[config.mk]
export PLATFORM = sky130hd
export DESIGN_NAME = dw_pack_converter
export DESIGN_NICKNAME = d
export VERILOG_FILES = /design/src/rtl/dw_converter_pkg.sv /design/src/rtl/dw_pack_converter.sv
export SDC_FILE = /design/constraint.sdc
export NUM_CORES = 1
export LEC_CHECK = 0
export ABC_CLOCK_PERIOD_IN_PS = 16950
export BUFFER_PORTS_ARGS = -buffer_cell sky130_fd_sc_hd__buf_2
export CAP_MARGIN = 40
export CORE_MARGIN = 2
export CORE_UTILIZATION = 40
export DETAILED_ROUTE_END_ITERATION = 8
export GPL_TIMING_DRIVEN = 0
export PLACE_DENSITY = 0.63
export SKIP_CTS_REPAIR_TIMING = 1
export SLEW_MARGIN = 40
export SYNTH_ARGS = -nofsm -noshare
export SYNTH_HDL_FRONTEND = slang
export SYNTH_SLANG_ARGS = --single-unit
[constraint.sdc]
create_clock -name clk_i -period 16.95 [get_ports clk_i]
set_input_delay 0.8475 -clock clk_i [delete_from_list [all_inputs] [get_ports clk_i]]
set_output_delay 0.8475 -clock clk_i [all_outputs]
set_load 0.01 [all_outputs]
[src/rtl/dw_converter_pkg.sv]
// rtl/dw_converter_pkg.sv - shared state encoding and width-ratio helper for the width converters
package dw_converter_pkg;

  // FILL: collecting beats into the wide word; HOLD: wide word presented downstream
  typedef enum logic {
    FILL = 1'b0,
    HOLD = 1'b1
  } conv_state_e;

  // Number of narrow beats carried by one wide word
  function automatic int ratio_of(input int wide_dw, input int narrow_dw);
    return wide_dw / narrow_dw;
  endfunction

endpackage

[src/rtl/dw_pack_converter.sv]
// rtl/dw_pack_converter.sv - narrow-to-wide beat packer; define DW_PACK_CONVERTER_LAST_EN for last_i early flush
module dw_pack_converter
  import dw_converter_pkg::*;
#(
  parameter int INPUT_DW  = 64,
  parameter int OUTPUT_DW = 512,
  localparam int RATIO    = ratio_of(OUTPUT_DW, INPUT_DW)
) (
  input  logic                 clk_i,
  input  logic                 rst_i,
  input  logic [INPUT_DW-1:0]  data_i,
  input  logic                 valid_i,
  input  logic                 last_i,
  output logic                 ready_o,
  output logic [OUTPUT_DW-1:0] data_o,
  output logic [RATIO-1:0]     keep_o,
  output logic                 last_o,
  output logic                 valid_o,
  input  logic                 ready_i
);

  localparam int CW = $clog2(RATIO);
  localparam logic [CW-1:0] LAST_SLOT = CW'(RATIO - 1);

  if (((OUTPUT_DW % INPUT_DW) != 0) || (RATIO < 2)) begin : g_bad_ratio
    $error("dw_pack_converter: OUTPUT_DW must be a multiple (>=2) of INPUT_DW");
  end

  conv_state_e            state_q;
  conv_state_e            state_d;
  logic [CW-1:0]          cnt_q;
  logic [CW-1:0]          wr_slot;
  logic [OUTPUT_DW-1:0]   data_q;
  logic                   beat_acc;
  logic                   word_drain;
  logic                   close_word;
  logic                   beat_last;

`ifdef DW_PACK_CONVERTER_LAST_EN
  assign beat_last = last_i;
`else
  logic unused_last;
  assign unused_last = last_i;
  assign beat_last   = 1'b0;
`endif

  // While a word is held, upstream may only advance in the same cycle the word drains
  assign ready_o    = rst_i ? 1'b0 : ((state_q == FILL) ? 1'b1 : ready_i);
  assign beat_acc   = valid_i & ready_o;
  assign word_drain = (state_q == HOLD) & ready_i;
  // A beat accepted in HOLD always starts a fresh word at slot 0
  assign wr_slot    = (state_q == HOLD) ? '0 : cnt_q;

  // State register
  always_ff @(posedge clk_i or posedge rst_i) begin
    if (rst_i) begin
      state_q <= FILL;
    end else begin
      state_q <= state_d;
    end
  end

  // Next state: close on the last slot or on a flagged beat, release on drain
  always_comb begin
    state_d    = state_q;
    close_word = 1'b0;
    case (state_q)
      FILL: begin
        if (beat_acc && ((cnt_q == LAST_SLOT) || beat_last)) begin
          close_word = 1'b1;
          state_d    = HOLD;
        end
      end
      HOLD: begin
        if (ready_i) begin
          if (beat_acc && beat_last) begin
            close_word = 1'b1;
            state_d    = HOLD;
          end else begin
            state_d = FILL;
          end
        end
      end
      default: state_d = FILL;
    endcase
  end

  // Word buffer and slot counter; draining clears the buffer so unwritten slots read zero
  always_ff @(posedge clk_i or posedge rst_i) begin
    if (rst_i) begin
      data_q <= '0;
      cnt_q  <= '0;
    end else begin
      if (word_drain) begin
        data_q <= '0;
      end
      if (beat_acc) begin
        for (int k = 0; k < RATIO; k++) begin
          if (wr_slot == CW'(k)) begin
            data_q[k*INPUT_DW +: INPUT_DW] <= data_i;
          end
        end
      end
      if (close_word) begin
        cnt_q <= '0;
      end else if (beat_acc) begin
        cnt_q <= wr_slot + 1'b1;
      end
    end
  end

  assign valid_o = (state_q == HOLD);
  assign data_o  = data_q;

`ifdef DW_PACK_CONVERTER_LAST_EN
  logic [RATIO-1:0] keep_q;
  logic             last_q;

  // Per-slot written mask and transfer-end flag of the word being built
  always_ff @(posedge clk_i or posedge rst_i) begin
    if (rst_i) begin
      keep_q <= '0;
      last_q <= 1'b0;
    end else begin
      if (word_drain) begin
        keep_q <= '0;
        last_q <= 1'b0;
      end
      if (beat_acc) begin
        for (int k = 0; k < RATIO; k++) begin
          if (wr_slot == CW'(k)) begin
            keep_q[k] <= 1'b1;
          end
        end
        last_q <= last_i;
      end
    end
  end

  assign keep_o = valid_o ? keep_q : '0;
  assign last_o = valid_o & last_q;
`else
  assign keep_o = {RATIO{valid_o}};
  assign last_o = 1'b0;
`endif

endmodule

==> results_dict.tcl, run 1 <==
set metrics [dict create \
    synth.ff_latch_count 516 \
    hold_class "primary input to asynchronous set/reset pin" \
    die_y_um 235 \
    p_leak_nw 16.6 \
    drt-vias-per-instance 5.00 \
    clkTransAtPathRegs_ns 0.06 \
    final_hold_viol_count 0 \
    intPower_w 0.00322 \
    fmax_mhz 358 \
    cts_root_buffer_type "sky130_fd_sc_hd__clkbuf_16" \
    route.final.wire_length_um 69600 \
    power.sequential.fraction_pct 41.0 \
    vdd_drop_max_uv 96.7 \
    floorplan.initialDensity_pct 40.5 \
    drcViolationCount 0 \
    crit_fanout 18 \
    run_status "finished clean" \
    layout-drive-gt1-share_pct 30.9 \
    comb_pwr_share_pct 35.7 \
    ys.warnings.count 0 \
    cp.required_ns 16.10 \
    timing.critical_path.from_type "flip-flop" \
    tightestPinTransition_ns 0.822 \
    setup_ws_ns 14.15 \
    layout.filler_cells 4754 \
    crit_end_category "output port" \
    firstDrtPassIters 5 \
    mostFrequentLayoutCells "596 x sky130_fd_sc_hd__buf_2, 516 x sky130_fd_sc_hd__dfrtp_1, 514 x sky130_fd_sc_hd__nand2_1" \
    grt_antenna_before_repair 2 \
    vias_in_the_first_global_route 16297 \
    design.die.area_um2 55100 \
    setup-violations-final 0 \
    number_of_buffers_on_the_longest_clock_path 3 \
    layout_worst_path_cycle_share_pct 16.5 \
    routed-via-count 15720 \
    cts_tree "done" \
    wire_length_of_the_first_global_routing_pass_um 105000 \
    fin_util_pct 51.5 \
    row_count 84 \
    finalPower_w 0.00510 \
    io_pins 592 \
    detail_route.iter0.violations 942 \
    detail-route-antenna-nets 0 \
    timing.max_slew.rel_slack_pct 45.2 \
    ys_seq_area_share_pct 60.7 \
    netlist_area_um2 21300 \
    synth_fp_nets 1833 \
    final_common_cell "sky130_fd_sc_hd__buf_2" \
    worstPathArrival_ns 1.95 \
    finalMaxSlewViolations 0 \
    clock_latency_ns 0.59 \
    buffer_ports.inserted 589 \
    path_class "flip-flop to output port" \
    grt_start_max_net_pins 84 \
    postSynthCellCount 1759 \
    clock_sink_count 516 \
    gr-total-overflow 0 \
    totalNegativeSetupSlack_ns 0 \
    cap_violations 0 \
    gp_congestion 0.831 \
    fp.dieW_um 235 \
    synthToLayoutAreaGrowth_pct 27.3 \
    rsz0062_at_grt "false" \
    clockPowerShare_pct 23.4 \
    grtUsageTotal_pct 24.9 \
    p_per_area_nw_per_um2 188 \
    post_synth_cell_types 25 \
    cts_inserted_buffers 54 \
    fin_nets 2485 \
    finalCriticalPeriod_ns 2.80 \
    clock_skew_ns 0.0108 \
    cts_htree_levels 2 \
    power_switching_share_pct 36.9 \
    netSwitchingPower_w 0.00188 \
    detailed_place_hpwl_um 49700 \
    synth_area_per_cell_um2 12.1 \
    route.detailed.wl_per_inst_um 22.1 \
    placeableCoreArea_um2 52600 \
    place_worst_setup_slack_ns 14.02 \
]
[critical path, cell delays in order, from the launching register on]
cell and delay [ns]:
sky130_fd_sc_hd__dfrtp_1 0.77, sky130_fd_sc_hd__nand2b_1 0.09, sky130_fd_sc_hd__buf_2 0.19, sky130_fd_sc_hd__and2_1 0.16, sky130_fd_sc_hd__buf_2 0.14
[routing by layer]
metal	up-vias	part of all wire, %	global-route usage, %
met3	136	7.5	7.44
li1	7050	-	-
met4	2	3.7	9.32
met5	-	0.019	0
met2	532	48	40.3
met1	8000	41	31.5
[final timing paths]
kind                        startpoint     endpoint  slack [ns]  cells after the start
setup / recovery               valid_o      ready_o       14.15                      4
hold / removal                   rst_i      valid_o        0.26                      2
setup reg to reg               valid_o  data_o[192]       14.31                      5
hold reg to reg            data_o[139]  data_o[139]        0.52                      2
max in group asynchronous        rst_i  data_o[246]       15.22                      5
min in group clk_i         data_o[139]  data_o[139]        0.52                      2
[cells by family after synthesis]
logic type | after synthesis | synth area share [%]
mux | 514 | 24.2
simple gates | 532 | 9.73
fa+ha+maj | 5 | 0.294
buf+inv | 188 | 5.01
compound gates | 3 | 0.0881
flops | 516 | 60.7
other cells | 1 | 0.0176
[power by group through the flow]
| stage | Clock, W | Sequential, W | Combinational (W) |
|---|---|---|---|
| after floorplan | 0 | 0.00235 | 0.000669 |
| after global placement | 0 | 0.00208 | 0.00179 |
| after detailed placement | 0 | 0.00210 | 0.00184 |
| after CTS | 0.00121 | 0.00209 | 0.00185 |
| after global routing | 0.00127 | 0.00216 | 0.00198 |
| final | 0.00119 | 0.00209 | 0.00182 |
[through the flow]
step	cells	hold slack (ns)	instance area (um^2)
2_1_floorplan	1759	0.513	21300
3_5_place_dp	3043	0.512	25300
4_1_cts	3143	0.239	27100
3_3_place_gp	3036	0.509	25100
5_1_grt	3144	0.263	27100
6_report	3146	0.262	27100
[synthesized netlist by cell type (all sizes together)]
master | number | area share [%]
ha | 5 | 0.29
nand2 | 517 | 9.2
nand2b | 4 | 0.13
nand4b | 1 | 0.041
and2b | 1 | 0.035
a21oi | 1 | 0.023
buf | 71 | 3.0
nand4 | 3 | 0.088
and4bb | 1 | 0.059
o21ai | 1 | 0.023
and3 | 3 | 0.088
mux2 | 2 | 0.11
mux2i | 512 | 24
clkbuf | 49 | 0.86
conb | 1 | 0.018
and2 | 1 | 0.029
and3b | 1 | 0.041
dfrtp | 516 | 61
a22o | 1 | 0.041
inv | 68 | 1.2
[flip-flops by register name, indices dropped and copies added, names as in the netlist]
signal	flops
data_o	512
valid_o	1
cnt_q	3
[layout make-up]
class,count,area [um^2],area share (%)
sequential,516,12900,47.7
multi-input combinational,1055,7300,27.0
timing repair buffer,596,3140,11.6
clock buffer,82,1640,6.06
tap,688,861,3.18
buffer,120,812,3.00
inverter,68,263,0.970
clock inverter,18,144,0.531
antenna,3,7.51,0.0277
No activity file was read; power rests on OpenSTA's default activity.
==> run 2: changes to the inputs <==
--- a/config.mk
+++ b/config.mk
@@ -5,14 +5,15 @@
 export SDC_FILE = /design/constraint.sdc
 export NUM_CORES = 1
 export LEC_CHECK = 0
-export ABC_CLOCK_PERIOD_IN_PS = 16950
+export ABC_AREA = 1
+export ABC_CLOCK_PERIOD_IN_PS = 2900
 export BUFFER_PORTS_ARGS = -buffer_cell sky130_fd_sc_hd__buf_2
 export CAP_MARGIN = 40
 export CORE_MARGIN = 2
 export CORE_UTILIZATION = 40
 export DETAILED_ROUTE_END_ITERATION = 8
 export GPL_TIMING_DRIVEN = 0
-export PLACE_DENSITY = 0.63
+export PLACE_DENSITY = 0.61
 export SKIP_CTS_REPAIR_TIMING = 1
 export SLEW_MARGIN = 40
 export SYNTH_ARGS = -nofsm -noshare
==> constraint.sdc (replaced) <==
create_clock -name clk_i -period 2.9 [get_ports clk_i]
set_input_delay 0.145 -clock clk_i [delete_from_list [all_inputs] [get_ports clk_i]]
set_output_delay 0.145 -clock clk_i [all_outputs]
set_load 0.01 [all_outputs]
==> run 2 against run 1 <==
  * The run now ends with hold timing left
  * Register-to-register slack got worse by 14 ns
  * Sequential power grew to 6.0 times the previous value
  * Total power rose to 6.8 times the previous value
  * Combinational power rose to 8.0 times the previous value
  * Non-clock buffer count is 168 higher
  * Worst setup slack got worse by 14 ns
  * Core utilization fell by 1.1 points
  * Clock skew up 0.014 ns
  * Critical path depth is 7 higher
  * Largest cell class unchanged
  * Largest power group is now combinational cells
==> results_dict.tcl, run 2 <==
set metrics [dict create \
    worstPathArrival_ns 3.15 \
    synth.top_cells.by_area "sky130_fd_sc_hd__dfrtp_1 51%, sky130_fd_sc_hd__nand2_1 25%, sky130_fd_sc_hd__o21bai_1 11%" \
    synth.top_cells.by_count "1671 x sky130_fd_sc_hd__nand2_1, 516 x sky130_fd_sc_hd__dfrtp_1, 384 x sky130_fd_sc_hd__o21bai_1" \
    finalMaxSlewViolations 0 \
    setup-violations-final 0 \
    floorplan.initialDensity_pct 40.4 \
    timing.max_slew.rel_slack_pct 43.7 \
    placeableCoreArea_um2 63100 \
    synthToLayoutAreaGrowth_pct 24.8 \
    drt-vias-per-instance 5.16 \
    critical_path.cell_chain "buf_6 -> nor2_1 -> inv_1 -> nor2_1 -> ha_1 -> clkbuf_4 -> buf_4 -> clkbuf_2 -> o21ai_0 -> nand2_1 -> nand2_1" \
    route.final.wire_length_um 104000 \
    ys.warnings.count 0 \
    postSynthCellCount 3189 \
    crit_path_top_delay_cell "sky130_fd_sc_hd__dfrtp_1" \
    synth_fp_nets 3263 \
    design.die.area_um2 65800 \
    detail-route-antenna-nets 0 \
    synth.ff_latch_count 516 \
    ys_seq_area_share_pct 50.6 \
    path_class "flip-flop to flip-flop" \
    crit_end_category "flip-flop" \
    worstRegToRegCells 11 \
    largest_register_ffs 512 \
    fin_util_pct 50.4 \
    vias_in_the_first_global_route 22408 \
    worst_setup_slack_for_register_to_register_paths_ns 0.25 \
    fp.dieW_um 256 \
    netlist_area_um2 25500 \
    detailed_place_hpwl_um 73100 \
    detail_route.iter0.violations 2274 \
    crit-reg2reg-capture "data_o[449]" \
    row_count 92 \
    min_delay_worst_endpoint "data_o[313]" \
    fin_nets 3885 \
    routed-via-count 24244 \
    post_synth_edffs 0 \
    hold_class "primary input to flip-flop" \
    final_common_cell "sky130_fd_sc_hd__nand2_1" \
    post_synth_cell_types 23 \
    cap_violations 0 \
    synthDominantAreaCellType "sky130_fd_sc_hd__dfrtp_1" \
    p_per_area_nw_per_um2 1090 \
    clkTransAtPathRegs_ns 0.06 \
    synth.top_cell.area_share_pct 50.6 \
    cts_htree_levels 2 \
    mostFrequentLayoutCells "1671 x sky130_fd_sc_hd__nand2_1, 626 x sky130_fd_sc_hd__buf_2, 516 x sky130_fd_sc_hd__dfrtp_1" \
    grt_start_max_net_pins 26 \
    critPathTopFamily "buffers and inverters" \
    finalPower_w 0.0348 \
    grt_antenna_before_repair 3 \
    placedCellCount 4585 \
    final-instance-count-excl-fill 4703 \
    cts_root_buffer_type "sky130_fd_sc_hd__clkbuf_16" \
    rsz0062_at_grt "false" \
    gp_congestion 0.850 \
    ys_dominant_reg_cell "sky130_fd_sc_hd__dfrtp_1" \
    run_status "finished, violations left" \
    worstHoldStart "data_i[57]" \
    die_y_um 256 \
    finalCriticalPeriod_ns 2.65 \
    wire_length_of_the_first_global_routing_pass_um 152000 \
    layout.filler_cells 6239 \
    crit_fanout 10 \
    totalNegativeSetupSlack_ns 0 \
    synthMostInstantiatedCell "sky130_fd_sc_hd__nand2_1" \
    synth_area_per_cell_um2 7.99 \
    seqCellArea_um2 12900 \
    layout_worst_path_cycle_share_pct 91.4 \
    gr-total-overflow 0 \
    timing.rr.start "valid_o" \
    number_of_buffers_on_the_longest_clock_path 3 \
    clock_latency_ns 0.64 \
    timing.hold.worst_path_depth 3 \
    vdd_drop_max_uv 752 \
    drcViolationCount 0 \
    multi_input_comb_area_um2 10800 \
    firstDrtPassIters 8 \
    final_hold_viol_count 22 \
    timing.critical_path.from_type "flip-flop" \
    fmax_mhz 377 \
    crit_path_max_incr_delay_ns 0.50 \
    cts_inserted_buffers 58 \
    failed_checks "hold timing" \
    layout-drive-gt1-share_pct 21.9 \
    io_pins 592 \
    cp.required_ns 3.40 \
    cp.buffers_inverters 5 \
    clock_sink_count 516 \
    clock_skew_ns 0.0249 \
    cts_tree "done" \
    tightestPinTransition_ns 0.844 \
    grtUsageTotal_pct 30.8 \
    fin_worst_hold_slack_ns -0.0300 \
    route.detailed.wl_per_inst_um 22.0 \
    buffer_ports.inserted 525 \
    p_leak_nw 17.2 \
    synth-async-reset-ratio_pct 100 \
]
==> run 2: per-layer routing <==
| metal | vias up | GRT usage [%] | wire length, um |
|---|---|---|---|
| met5 | - | 0 | 13 |
| met4 | 2 | 10.9 | 4040 |
| met1 | 11713 | 41.3 | 43000 |
| met3 | 196 | 7.51 | 8980 |
| li1 | 11293 | - | - |
| met2 | 1040 | 48.6 | 47500 |
==> run 2: how the worst max path moves through the flow <==
| stage | start | to | slack, ns | depth (start not counted) |
|---|---|---|---|---|
| 2_1_floorplan | rst_i | data_o[473] | -6.18 | 7 |
| 4_1_cts | valid_o | data_o[449] | -0.24 | 11 |
| 6_report | valid_o | data_o[449] | 0.25 | 11 |
| 5_1_grt | valid_o | data_o[245] | 0.01 | 12 |
| 3_5_place_dp | valid_o | data_o[449] | -0.23 | 11 |
| 3_3_place_gp | rst_i | data_o[496] | -10.80 | 8 |
==> run 2: worst register-to-register path, cell delays in order, from the launching register on <==
cell and delay, ns:
sky130_fd_sc_hd__dfrtp_1 0.50, sky130_fd_sc_hd__buf_6 0.21, sky130_fd_sc_hd__nor2_1 0.19, sky130_fd_sc_hd__inv_1 0.10, sky130_fd_sc_hd__nor2_1 0.16, sky130_fd_sc_hd__ha_1 0.23, sky130_fd_sc_hd__clkbuf_4 0.31, sky130_fd_sc_hd__buf_4 0.28
sky130_fd_sc_hd__clkbuf_2 0.31, sky130_fd_sc_hd__o21ai_0 0.14, sky130_fd_sc_hd__nand2_1 0.07, sky130_fd_sc_hd__nand2_1 0.05
==> run 2: cell families after synthesis <==
kind of cell	after synthesis	synth area share, %
flops	516	50.6
other cells	1	0.0147
fa+ha+maj	5	0.245
simple gates	1821	28.1
compound gates	514	13.9
buf+inv	332	7.14
==> run 2: report_power, final <==
part | switching [W] | internal, W | total, W
combinational | 0.00872 | 0.00586 | 0.0146
sequential | 0.00215 | 0.0105 | 0.0126
clock | 0.00318 | 0.00440 | 0.00758
==> run 2: final cells by class <==
type	count	area share [%]
Inverter	10	0.138
Antenna cell	1	0.00787
Tap cell	846	3.33
Buffer	322	5.65
Clock buffer	90	5.51
Timing Repair Buffer	562	10.4
Multi-Input combinational cell	2341	33.8
Sequential cell	516	40.6
Clock inverter	15	0.539
==> run 2: per-stage QoR <==
| step | worst slack (ns) | area [um^2] |
|---|---|---|
| finish | 0.250 | 31800 |
| global route | 0.0111 | 31800 |
| detailed placement | -0.227 | 29800 |
| floorplan | -6.18 | 25500 |
| CTS | -0.239 | 31700 |
| global placement | -10.80 | 29200 |
==> run 3: changes to the inputs <==
--- a/config.mk
+++ b/config.mk
@@ -9,7 +9,7 @@
 export ABC_CLOCK_PERIOD_IN_PS = 2900
 export BUFFER_PORTS_ARGS = -buffer_cell sky130_fd_sc_hd__buf_2
 export CAP_MARGIN = 40
-export CORE_MARGIN = 2
+export CORE_MARGIN = 5
 export CORE_UTILIZATION = 40
 export DETAILED_ROUTE_END_ITERATION = 8
 export GPL_TIMING_DRIVEN = 0
==> run 3 against run 2 <==
  * The run still ends with hold timing left
  * Critical path depth increased by 1
  * Worst setup slack improved by 0.024 ns
  * Clock power decreased by 1%
  * Sequential power about the same
  * Clock-buffer cell count decreased by 3
  * Design area increased by 0.13%
  * Core utilization increased by 0.067 points
  * Critical endpoint is now data_o[249]
  * Largest cell class unchanged
  * Largest power group unchanged
  * Highest routed layer is now met4
==> results_dict.tcl, run 3 (same netlist as run 2, synthesis figures left out) <==
set metrics [dict create \
    finalPower_w 0.0348 \
    rsz0062_at_grt "false" \
    cp.required_ns 3.45 \
    detail-route-antenna-nets 0 \
    layout-drive-gt1-share_pct 22.0 \
    clkTransAtPathRegs_ns 0.06 \
    p_leak_nw 17.3 \
    largest_register_ffs 512 \
    buffer_ports.inserted 525 \
    fmax_mhz 381 \
    drt-vias-per-instance 5.13 \
    critical_path.cell_chain "buf_6 -> nor2_1 -> inv_1 -> nor2_1 -> ha_1 -> clkbuf_4 -> buf_2 -> clkbuf_2 -> nand2_1 -> o21ai_0 -> nand2_1 -> nand2_1" \
    fp.dieW_um 262 \
    crit_end_category "flip-flop" \
    final_common_cell "sky130_fd_sc_hd__nand2_1" \
    design.die.area_um2 68900 \
    io_pins 592 \
    fin_nets 3891 \
    route.detailed.wl_per_inst_um 22.3 \
    vdd_drop_max_uv 625 \
    final_hold_viol_count 10 \
    cts_root_buffer_type "sky130_fd_sc_hd__clkbuf_16" \
    vias_in_the_first_global_route 22998 \
    clock_skew_ns 0.0133 \
    cp_common_cell "sky130_fd_sc_hd__nand2_1" \
    cts_tree "done" \
    firstDrtPassIters 5 \
    finalCriticalPeriod_ns 2.63 \
    critPathTopFamily "buffers and inverters" \
    mostFrequentLayoutCells "1671 x sky130_fd_sc_hd__nand2_1, 624 x sky130_fd_sc_hd__buf_2, 516 x sky130_fd_sc_hd__dfrtp_1" \
    grt_antenna_before_repair 5 \
    detailed_place.area_um2 29800 \
    crit_path_max_incr_delay_ns 0.52 \
    finalMaxSlewViolations 0 \
    detailed_place_hpwl_um 74600 \
    cap_violations 0 \
    final_design_area_no_fill_um2 31900 \
    cts_inserted_buffers 59 \
    place_worst_setup_slack_ns -0.135 \
    setup_ws_ns 0.274 \
    run_status "finished, violations left" \
    clock_latency_ns 0.63 \
    routed-via-count 24173 \
    hold_class "primary input to flip-flop" \
    grt_start_max_net_pins 25 \
    gr-total-overflow 0 \
    synthToLayoutAreaGrowth_pct 25.0 \
    worstPathArrival_ns 3.17 \
    cp.buffers_inverters 5 \
    layout_worst_path_cycle_share_pct 90.6 \
    number_of_buffers_on_the_longest_clock_path 3 \
    row_count 92 \
    clock_sink_count 516 \
    grtUsageTotal_pct 29.2 \
    tightestPinTransition_ns 0.773 \
    route.final.wire_length_um 105000 \
    path_class "flip-flop to flip-flop" \
    failed_checks "hold timing" \
    gp_congestion 0.858 \
    crit_path_top_delay_cell "sky130_fd_sc_hd__dfrtp_1" \
    floorplan.initialDensity_pct 40.4 \
    drcViolationCount 0 \
    wire_length_of_the_first_global_routing_pass_um 155000 \
    timing.max_slew.rel_slack_pct 48.4 \
    placeableCoreArea_um2 63100 \
    die_y_um 262 \
    crit_fanout 10 \
    timing.critical_path.from_type "flip-flop" \
    cts_htree_levels 2 \
    p_per_area_nw_per_um2 1090 \
    fin_worst_hold_slack_ns -0.0129 \
    detail_route.iter0.violations 2240 \
    setup-violations-final 0 \
]
## run 3: changes by cell type in the layout (fill, tap and decap cells not counted)
cell and change:
sky130_fd_sc_hd__clkbuf_4 +2, sky130_fd_sc_hd__clkinv_4 +1, sky130_fd_sc_hd__buf_12 -2, sky130_fd_sc_hd__inv_16 -1, sky130_fd_sc_hd__dlygate4sd3_1 +5, sky130_fd_sc_hd__clkbuf_8 -3, sky130_fd_sc_hd__buf_16 +2, sky130_fd_sc_hd__buf_2 -2
sky130_fd_sc_hd__clkinv_2 +5
## run 3: routing by layer
layer / GRT usage [%] / part of all wire, %
met1: 38.7 / 41
met4: 9.34 / 3.7
met2: 47.1 / 47
met5: 0 / 0
met3: 7.80 / 8.5
## run 3: through the flow
| step | util (%) | TNS (ns) | cells |
|---|---|---|---|
| after floorplan | - | -5378.25 | 3189 |
| after global placement | 46.3 | -9469.83 | 4560 |
| after detailed placement | 47.2 | -2.00 | 4585 |
| after CTS | 50.2 | -2.33 | 4692 |
| after global routing | 50.5 | 0 | 4710 |
| final | 50.5 | 0 | 4710 |
## run 3: where the power goes
group          total, W  switching [W]  internal [W]
combinational    0.0146        0.00875       0.00587
sequential       0.0127        0.00216        0.0105
clock           0.00750        0.00318       0.00432
total            0.0348         0.0141        0.0207
## run 3: final cells by class
class                           instances  area [um^2]
Fill cell                            6218        31200
Sequential cell                       516        12900
Multi-Input combinational cell       2341        10800
Timing Repair Buffer                  567         3380
Buffer                                322         1800
Clock buffer                           87         1710
Tap cell                              846         1060
Clock inverter                         20          185
Inverter                               10         43.8
Antenna cell                            1         2.50
## run 3: worst reg2reg max path: stages, from the launching register on
cell	delay, ns
sky130_fd_sc_hd__dfrtp_1	0.52
sky130_fd_sc_hd__buf_6	0.22
sky130_fd_sc_hd__nor2_1	0.19
sky130_fd_sc_hd__inv_1	0.10
sky130_fd_sc_hd__nor2_1	0.16
sky130_fd_sc_hd__ha_1	0.18
sky130_fd_sc_hd__clkbuf_4	0.28
sky130_fd_sc_hd__buf_2	0.30
sky130_fd_sc_hd__clkbuf_2	0.30
sky130_fd_sc_hd__nand2_1	0.08
sky130_fd_sc_hd__o21ai_0	0.11
sky130_fd_sc_hd__nand2_1	0.07
sky130_fd_sc_hd__nand2_1	0.06
## run 3: worst paths after layout
check | startpoint | to | slack, ns | cells after the start
setup / recovery | valid_o | data_o[249] | 0.27 | 12
hold / removal | data_i[62] | data_o[382] | -0.01 | 3
setup reg to reg | valid_o | data_o[249] | 0.27 | 12
hold reg to reg | cnt_q[1] | cnt_q[1] | 0.48 | 2
max in group asynchronous | rst_i | data_o[172] | 1.18 | 10
min in group asynchronous | rst_i | data_o[268] | 0.07 | 3
